[src/rtl/prv32_branch_resolve.sv]
// EX/MEM branch resolution for the 32-bit pipeline: decodes ALU flags into a branch
// condition, issues a registered fetch redirect, holds a counted flush and keeps branch stats.
//
// state | meaning
// IDLE  | ready to accept a valid EX instruction and resolve it
// FLUSH | redirect issued, squashing wrong-path instructions for FLUSH_CYCLES unstalled cycles
module prv32_branch_resolve #(
    parameter int unsigned FLUSH_CYCLES = 2,
    parameter int unsigned CNT_W        = 16
) (
    input  logic             clk,
    input  logic             rst,
    input  logic             stall,
    input  logic             ex_valid,
    input  logic             ex_branch,
    input  logic             ex_jump,
    input  logic [2:0]       ex_funct3,
    input  logic [31:0]      ex_target,
    input  logic             cf,
    input  logic             zf,
    input  logic             vf,
    input  logic             sf,
    output logic             redirect_valid,
    output logic [31:0]      redirect_pc,
    output logic             flush,
    output logic             busy,
    output logic [CNT_W-1:0] branch_cnt,
    output logic [CNT_W-1:0] taken_cnt
);

    typedef enum logic {IDLE, FLUSH} state_t;

    localparam logic [3:0]       FLUSH_INIT = 4'(FLUSH_CYCLES);
    localparam logic [CNT_W-1:0] CNT_MAX    = '1;

    state_t           state, state_nxt;
    logic [3:0]       fcnt, fcnt_nxt;
    logic             redirect_valid_nxt, flush_nxt, busy_nxt;
    logic [31:0]      redirect_pc_nxt;
    logic [CNT_W-1:0] branch_cnt_nxt, taken_cnt_nxt;

    logic cond, legal, accept, taken, count_br;

    always_comb begin
        cond = 1'b0;
        case (ex_funct3)
            3'b000:  cond = zf;
            3'b001:  cond = !zf;
            3'b100:  cond = (sf != vf);
            3'b101:  cond = (sf == vf);
            3'b110:  cond = !cf;
            3'b111:  cond = cf;
            default: cond = 1'b0;
        endcase
    end

    assign legal    = (ex_funct3[2:1] != 2'b01);
    assign accept   = ex_valid && !stall && (state == IDLE);
    assign taken    = accept && (ex_jump || (ex_branch && cond));
    assign count_br = accept && ex_branch && !ex_jump && legal;

    always_comb begin
        state_nxt          = state;
        fcnt_nxt           = fcnt;
        redirect_valid_nxt = redirect_valid;
        redirect_pc_nxt    = redirect_pc;
        flush_nxt          = flush;
        busy_nxt           = busy;
        branch_cnt_nxt     = branch_cnt;
        taken_cnt_nxt      = taken_cnt;

        // the redirect pulse only retires once fetch has actually seen an unstalled edge
        if (!stall) begin
            redirect_valid_nxt = 1'b0;
        end

        case (state)
            IDLE: begin
                if (taken) begin
                    state_nxt          = FLUSH;
                    redirect_valid_nxt = 1'b1;
                    redirect_pc_nxt    = ex_target;
                    flush_nxt          = 1'b1;
                    busy_nxt           = 1'b1;
                    fcnt_nxt           = FLUSH_INIT;
                end
            end
            FLUSH: begin
                if (!stall) begin
                    fcnt_nxt = fcnt - 4'd1;
                    if (fcnt == 4'd1) begin
                        state_nxt = IDLE;
                        flush_nxt = 1'b0;
                        busy_nxt  = 1'b0;
                    end
                end
            end
            default: state_nxt = IDLE;
        endcase

        if (count_br && (branch_cnt != CNT_MAX)) begin
            branch_cnt_nxt = branch_cnt + 1'b1;
        end
        if (count_br && cond && (taken_cnt != CNT_MAX)) begin
            taken_cnt_nxt = taken_cnt + 1'b1;
        end
    end

    always_ff @(posedge clk or posedge rst) begin
        if (rst) begin
            state          <= IDLE;
            fcnt           <= '0;
            redirect_valid <= 1'b0;
            redirect_pc    <= '0;
            flush          <= 1'b0;
            busy           <= 1'b0;
            branch_cnt     <= '0;
            taken_cnt      <= '0;
        end else begin
            state          <= state_nxt;
            fcnt           <= fcnt_nxt;
            redirect_valid <= redirect_valid_nxt;
            redirect_pc    <= redirect_pc_nxt;
            flush          <= flush_nxt;
            busy           <= busy_nxt;
            branch_cnt     <= branch_cnt_nxt;
            taken_cnt      <= taken_cnt_nxt;
        end
    end

endmodule

[config.mk]
export PLATFORM = sky130hd
export DESIGN_NAME = prv32_branch_resolve
export DESIGN_NICKNAME = d
export VERILOG_FILES = /design/src/rtl/prv32_branch_resolve.sv
export SDC_FILE = /design/constraint.sdc
export NUM_CORES = 1
export LEC_CHECK = 0
export ABC_AREA = 1
export BUFFER_PORTS_ARGS = -buffer_cell sky130_fd_sc_hd__buf_2
export CAP_MARGIN = 20
export CORE_MARGIN = 5
export CORE_UTILIZATION = 55
export CTS_BUF_LIST = sky130_fd_sc_hd__clkbuf_8 sky130_fd_sc_hd__clkbuf_16
export CTS_CLUSTER_SIZE = 25
export DETAILED_ROUTE_END_ITERATION = 8
export GPL_TIMING_DRIVEN = 0
export PLACE_DENSITY = 0.86
export SYNTH_ARGS = -nofsm -noshare
export SYNTH_HDL_FRONTEND = slang
export SYNTH_SLANG_ARGS = --single-unit
[constraint.sdc]
create_clock -name clk -period 4.6 [get_ports clk]
set_input_delay 0.23 -clock clk [delete_from_list [all_inputs] [get_ports clk]]
set_output_delay 0.23 -clock clk [all_outputs]
set_load 0.02 [all_outputs]
==> flow_metrics.env, run 1 <==
export IMPL_p_sw_share_pct=38.8
export IMPL_synthesis_nets=477
export IMPL_grtUsageTotal_pct=21.5
export IMPL_port_buffers=111
export IMPL_area_delta_synth_final_pct=25.2
export IMPL_ys_seq_area_share_pct=51.2
export IMPL_netlist_area_mm2=0.00347
export IMPL_rsz0062_at_grt="no"
export IMPL_cp_arrival_ns=2.09
export IMPL_power_switching_uw=907
export IMPL_clockRootBuffer="clkbuf_8"
export IMPL_max_cap_violations=0
export IMPL_antenna_found_initial=2
export IMPL_ys_flop_type="dfrtp_1"
export IMPL_postRouteAntennaNets=0
export IMPL_tightestPinTransition_ns=0.857
export IMPL_wl_mm=8.12
export IMPL_ys_ff_latch=71
export IMPL_endpoint_kind="flop"
export IMPL_finalCritPeriodShare_pct=40.9
export IMPL_cts_clk_slew_worst_paths_ns=0.08
export IMPL_synth_edf_count=0
export IMPL_peakVddDrop_mv=0.375
export IMPL_finalWorstSetupSlack_ns=2.72
export IMPL_cts_hold_buf=0
export IMPL_pwr_share_comb_pct=34.8
export IMPL_clock_skew_ns=0.0122
export IMPL_die_w_um=89.5
export IMPL_power_per_cell_area_mw_per_mm2=538
export IMPL_final_nets=599
export IMPL_htreeDepth=3
export IMPL_fin_crit_ns=1.88
export IMPL_internal_power_uw=1430
export IMPL_fp_dieArea_mm2=0.00800
export IMPL_drtIter0Drc=101
export IMPL_clock_sinks=71
export IMPL_core_area_mm2=0.00624
export IMPL_grt_overflow_total=0
export IMPL_synth_most_common_cell="nand2_1"
export IMPL_synth_top_area_cell="dfrtp_1"
export IMPL_yosysWarnings=0
export IMPL_min_path_type="primary input to flop"
export IMPL_worstSetupPathType="flop to flop"
export IMPL_synthArstFlopShare_pct=100
export IMPL_drt_pass1_iterations=4
export IMPL_hold_viol=0
export IMPL_synth_area_top_cells="dfrtp_1 (51%), nand2_1 (21%), xor2_1 (5.8%)"
export IMPL_hpwl_mm=6.00
export IMPL_ctsResizeCount=0
export IMPL_p_leak_uw=0.00248
export IMPL_synth_top_cell_area_share_pct=51.2
export IMPL_slew_violations=0
export IMPL_n_antenna_cell=0
export IMPL_drc_errors=0
export IMPL_vias_per_cell=4.94
export IMPL_rows=29
export IMPL_tritoncts="built"
export IMPL_worstPathMaxFanout=10
export IMPL_synth_cell_type_count=24
export IMPL_place_ws_ns=2.79
export IMPL_syn_avg_cell_area_um2=8.11
export IMPL_seq_power_share_pct=41.4
export IMPL_via_count=3123
export IMPL_status="finished, final reports clean"
export IMPL_ys_top_cells_by_count="nand2_1 (192), dfrtp_1 (71), nor2_1 (31)"
export IMPL_relSlewSlack_pct=42.9
export IMPL_cp_start_kind="flop"
export IMPL_initial_utilization_pct=55.6
export IMPL_worstPathRequired_ns=4.81
export IMPL_grt_pass1_vias=3110
export IMPL_postSynthCellCount=428
export IMPL_max_freq_mhz=532
export IMPL_setup_viol=0
export IMPL_power_share_clock_pct=23.7
export IMPL_worstSkewPairLatency_ns=0.34
export IMPL_drt_wirelength_per_cell_um=12.9
export IMPL_die_y_um=89.5
export IMPL_setup_tns_ns=0
export IMPL_final_layout_size_suffix_gt1_share_pct=27.9
export IMPL_clock_path_buffers=2
export IMPL_post_cts_buffers=0
export IMPL_place_gp_congestion=0.863
export IMPL_grt_pass1_wl_mm=13.5
export IMPL_io_pins=112
export IMPL_grt_max_degree=72
export IMPL_cts_inserted_buffers=9
export IMPL_hold_slack_ns=0.0750
-- kinds of logic after synthesis --
logic type | after synthesis | share of synthesized area (%)
adder cells (fa/ha/maj) | 4 | 1.44
AO/OA/AOI/OAI | 14 | 2.02
AND/OR/NAND/NOR | 264 | 31.4
buffers and inverters | 46 | 6.67
XOR/XNOR | 29 | 7.32
flip-flops | 71 | 51.2
-- final timing paths --
path / slack (ns) / cells after the start / to / from
max reg2reg: 2.72 / 9 / taken_cnt[5] / taken_cnt[0]
max: 2.72 / 9 / taken_cnt[5] / taken_cnt[0]
min in group asynchronous: 0.08 / 2 / redirect_pc[2] / rst
min reg2reg: 0.48 / 2 / redirect_valid / redirect_valid
min: 0.07 / 3 / redirect_pc[29] / ex_target[29]
max in group asynchronous: 3.97 / 2 / branch_cnt[10] / rst
-- layout make-up --
cell class              count  area, um2
clock inverters             6       83.8
multi-input cells         311       1460
fillers                   491       1890
plain buffers              11        100
repair buffers            111        556
clock buffers              10        138
well taps                  77       96.3
flip-flops and latches     71       1780
inverters                  35        134
-- critical path: stages (launching register included) --
cell and delay, ns:
dfrtp_1 0.48, ha_1 0.31, nand3_1 0.14, inv_1 0.12
nand4_1 0.12, nand3_2 0.15, inv_1 0.12, buf_6 0.16
nand2_1 0.06, o21ai_0 0.10
-- registers in the layout, summed over array words and instances, names as in the netlist --
name            count
redirect_pc        32
branch_cnt         16
taken_cnt          16
fcnt                4
busy                1
redirect_valid      1
state               1
-- power groups by stage --
stage                     Sequential [uW]  Clock (uW)  Combinational, uW
after CTS                             969         562                828
final                                 969         556                815
after global placement                968           0                787
after floorplan                      1190           0                298
after detailed placement              973           0                824
after global routing                  998         589                899
-- placed cells by master, fill, tap and decap left out, drive strengths merged --
| master | n |
|---|---|
| a21oi | 1 |
| nand3 | 17 |
| nand3b | 1 |
| buf | 122 |
| nor3 | 9 |
| nor2 | 34 |
| inv | 35 |
| o21ai | 13 |
| ha | 4 |
| xnor2 | 6 |
| nand2 | 197 |
| dfrtp | 71 |
| clkbuf | 10 |
| nand4 | 6 |
| clkinv | 4 |
| bufinv | 2 |
| xor2 | 23 |
-- metrics by stage --
stage	cell area, um2	power, uW	utilization (%)	std cells
after floorplan	3470	1490	-	428
after global placement	4120	1760	66.1	616
after detailed placement	4130	1800	66.1	616
after CTS	4350	2360	69.7	632
after global routing	4350	2490	69.7	632
final	4350	2340	69.7	632
-- routing by layer --
metal / GRT usage [%] / up-vias / routed length, um
li1: - / 1550 / -
met1: 26.9 / 1454 / 3390
met2: 35.8 / 102 / 3990
met3: 5.81 / 13 / 624
met4: 8.12 / 4 / 92
met5: 0 / - / 18
(Power assumes the default switching activity.)
==> run 2, diff against run 1 <==
Settings changed: CORE_UTILIZATION 55 to 51, PLACE_DENSITY 0.86 to 0.8.
Clock period 4.6 ns to 1.8 ns, I/O delays scaled along.
==> run 2 against run 1 <==
Largest cell class unchanged; clock skew is 0.0044 ns lower; fmax grew 14%; critical path depth increased by 1; combinational power rose to 2.8 times the previous value; critical endpoint is now branch_cnt[3]; via count rose by 6.4%; non-clock buffer count up 39; power rose to 2.8 times the previous value; worst hold slack improved by 0.19 ns; wire length grew 12%; clock-buffer cell count grew 1; global-route usage rose by 1.1 points.
==> flow_metrics.env, run 2 (synthesis results as in run 1) <==
export IMPL_cp_arrival_ns=1.88
export IMPL_cts_inserted_buffers=9
export IMPL_final_layout_size_suffix_gt1_share_pct=27.4
export IMPL_place_gp_congestion=0.854
export IMPL_postRouteAntennaNets=0
export IMPL_min_from="ex_funct3[1]"
export IMPL_cts_clk_slew_worst_paths_ns=0.08
export IMPL_min_path_type="primary input to flop"
export IMPL_worstPathRequired_ns=2.03
export IMPL_port_buffers=111
export IMPL_hold_path_depth=6
export IMPL_clock_path_buffers=2
export IMPL_drt_pass1_iterations=5
export IMPL_grtUsageTotal_pct=22.7
export IMPL_clock_sinks=71
export IMPL_power_per_cell_area_mw_per_mm2=1350
export IMPL_via_count=3323
export IMPL_hpwl_mm=6.13
export IMPL_clock_skew_ns=0.00780
export IMPL_initial_utilization_pct=51.7
export IMPL_drtIter0Drc=85
export IMPL_grt_pass1_wl_mm=15.6
export IMPL_fillers=511
export IMPL_regMostFlops="redirect_pc"
export IMPL_setup_tns_ns=0
export IMPL_hold_viol=0
export IMPL_critPathMostFrequentCell="nor2_2"
export IMPL_rows=30
export IMPL_worstPathMaxFanout=10
export IMPL_area_delta_synth_final_pct=38.7
export IMPL_peakVddDrop_mv=1.08
export IMPL_grt_overflow_total=0
export IMPL_vias_per_cell=4.93
export IMPL_max_stage_delay_ns=0.39
export IMPL_antenna_found_initial=0
export IMPL_htreeDepth=3
export IMPL_grt_max_degree=39
export IMPL_r2r_cells=10
export IMPL_utilization_pct=71.7
export IMPL_worstSkewPairLatency_ns=0.34
export IMPL_largest_register_ffs=32
export IMPL_slew_violations=0
export IMPL_tritoncts="built"
export IMPL_drt_wirelength_per_cell_um=13.5
export IMPL_clockRootBuffer="clkbuf_8"
export IMPL_cp_buffers_inverters=2
export IMPL_grt_pass1_vias=3371
export IMPL_fp_dieArea_mm2=0.00856
export IMPL_status="finished, final reports clean"
export IMPL_reg_top3="redirect_pc x32, branch_cnt x16, taken_cnt x16"
export IMPL_die_w_um=92.5
export IMPL_path_cells="ha_1 -> nand3_1 -> nor2_2 -> inv_2 -> nor2_2 -> nand2_2 -> nand2_4 -> buf_6 -> nor2_2 -> xor2_1"
export IMPL_io_pins=112
export IMPL_cp_start_kind="flop"
export IMPL_crit_slowest_cell="dfrtp_1"
export IMPL_fin_crit_ns=1.65
export IMPL_cp_top_family="simple AND/OR/NAND/NOR gates"
export IMPL_relSlewSlack_pct=51.7
export IMPL_core_area_mm2=0.00672
export IMPL_p_leak_uw=0.00266
export IMPL_worstSetupPathType="flop to flop"
export IMPL_r2r_end="branch_cnt[3]"
export IMPL_n_antenna_cell=0
export IMPL_whs_endpoint="branch_cnt[12]"
export IMPL_max_freq_mhz=605
export IMPL_drc_errors=0
export IMPL_final_common_cell="nand2_1"
export IMPL_wl_mm=9.13
export IMPL_endpoint_kind="flop"
export IMPL_final_nets=638
export IMPL_rsz0062_at_grt="no"
export IMPL_r2r_slack_ns=0.15
export IMPL_final_cell_mix="nand2_1 (192), buf_2 (113), dfrtp_1 (70), dlygate4sd3_1 (34), nor2_1 (30)"
export IMPL_finalCritPeriodShare_pct=91.9
export IMPL_die_y_um=92.5
export IMPL_setup_viol=0
export IMPL_rr_startpoint="branch_cnt[1]"
export IMPL_cp_num_cells=10
export IMPL_max_cap_violations=0
export IMPL_tightestPinTransition_ns=0.723
[run 2: cell count changes in the layout (fill, tap and decap cells not counted), moves of 2 or more]
cell / before / now
clkinv_2: 3 / 0
clkinvlp_4: 0 / 2
bufinv_16: 2 / 4
dlygate4sd3_1: 0 / 34
buf_4: 3 / 7
[run 2: cell type report]
| type | instances | area [um2] | share of cell area (%) |
|---|---|---|---|
| plain buffers | 11 | 100 | 2.08 |
| multi-input cells | 311 | 1480 | 30.7 |
| well taps | 80 | 100 | 2.08 |
| clock buffers | 11 | 151 | 3.14 |
| repair buffers | 150 | 946 | 19.6 |
| flip-flops and latches | 71 | 1780 | 36.9 |
| clock inverters | 5 | 128 | 2.65 |
| inverters | 35 | 135 | 2.81 |
[run 2: worst max-delay path by stage]
| stage | startpoint | to |
|---|---|---|
| after global routing | branch_cnt[1] | branch_cnt[3] |
| after global placement | taken_cnt[0] | taken_cnt[5] |
| after detailed placement | taken_cnt[0] | taken_cnt[5] |
| final | branch_cnt[1] | branch_cnt[3] |
| after floorplan | branch_cnt[0] | branch_cnt[3] |
| after CTS | taken_cnt[0] | taken_cnt[6] |
[run 2: power by group]
group	switching, uW	leakage, uW	internal (uW)
clock network	602	0.000136	1140
registers	392	0.000905	2120
logic	1400	0.00162	859
total	2400	0.00266	4110
[run 2: per-layer routing]
layer	GRT usage (%)	up-vias	wire length, um
li1	-	1634	-
met1	26.9	1557	3670
met2	40.7	122	4750
met3	5.44	10	652
met4	6.31	0	54
met5	0	-	0
[run 2: stage by stage]
stage,setup slack [ns],total power (uW),std cells,hold WS (ns),cell area [um2]
CTS,0.0168,6400,670,0.248,4770
global route,0.0313,6880,674,0.296,4820
floorplan,0.126,3810,428,0.200,3480
finish,0.147,6510,674,0.270,4820
global placement,0.0681,4490,619,0.283,4130
detailed placement,0.00145,4590,620,0.249,4150
[run 2: worst min-delay path, stage by stage]
cell     delay, ns
buf_2         0.10
a21oi_1       0.06
nand2_1       0.10
nor3_1        0.07
xnor2_1       0.11
inv_1         0.04
[run 2: timing repair]
action	4_1_cts	5_1_grt
resized for setup	1	3
hold buffers	34	0
hold endpoints to repair	66	0
gates cloned	0	0
setup endpoints to repair	4	15
buffers inserted	0	4
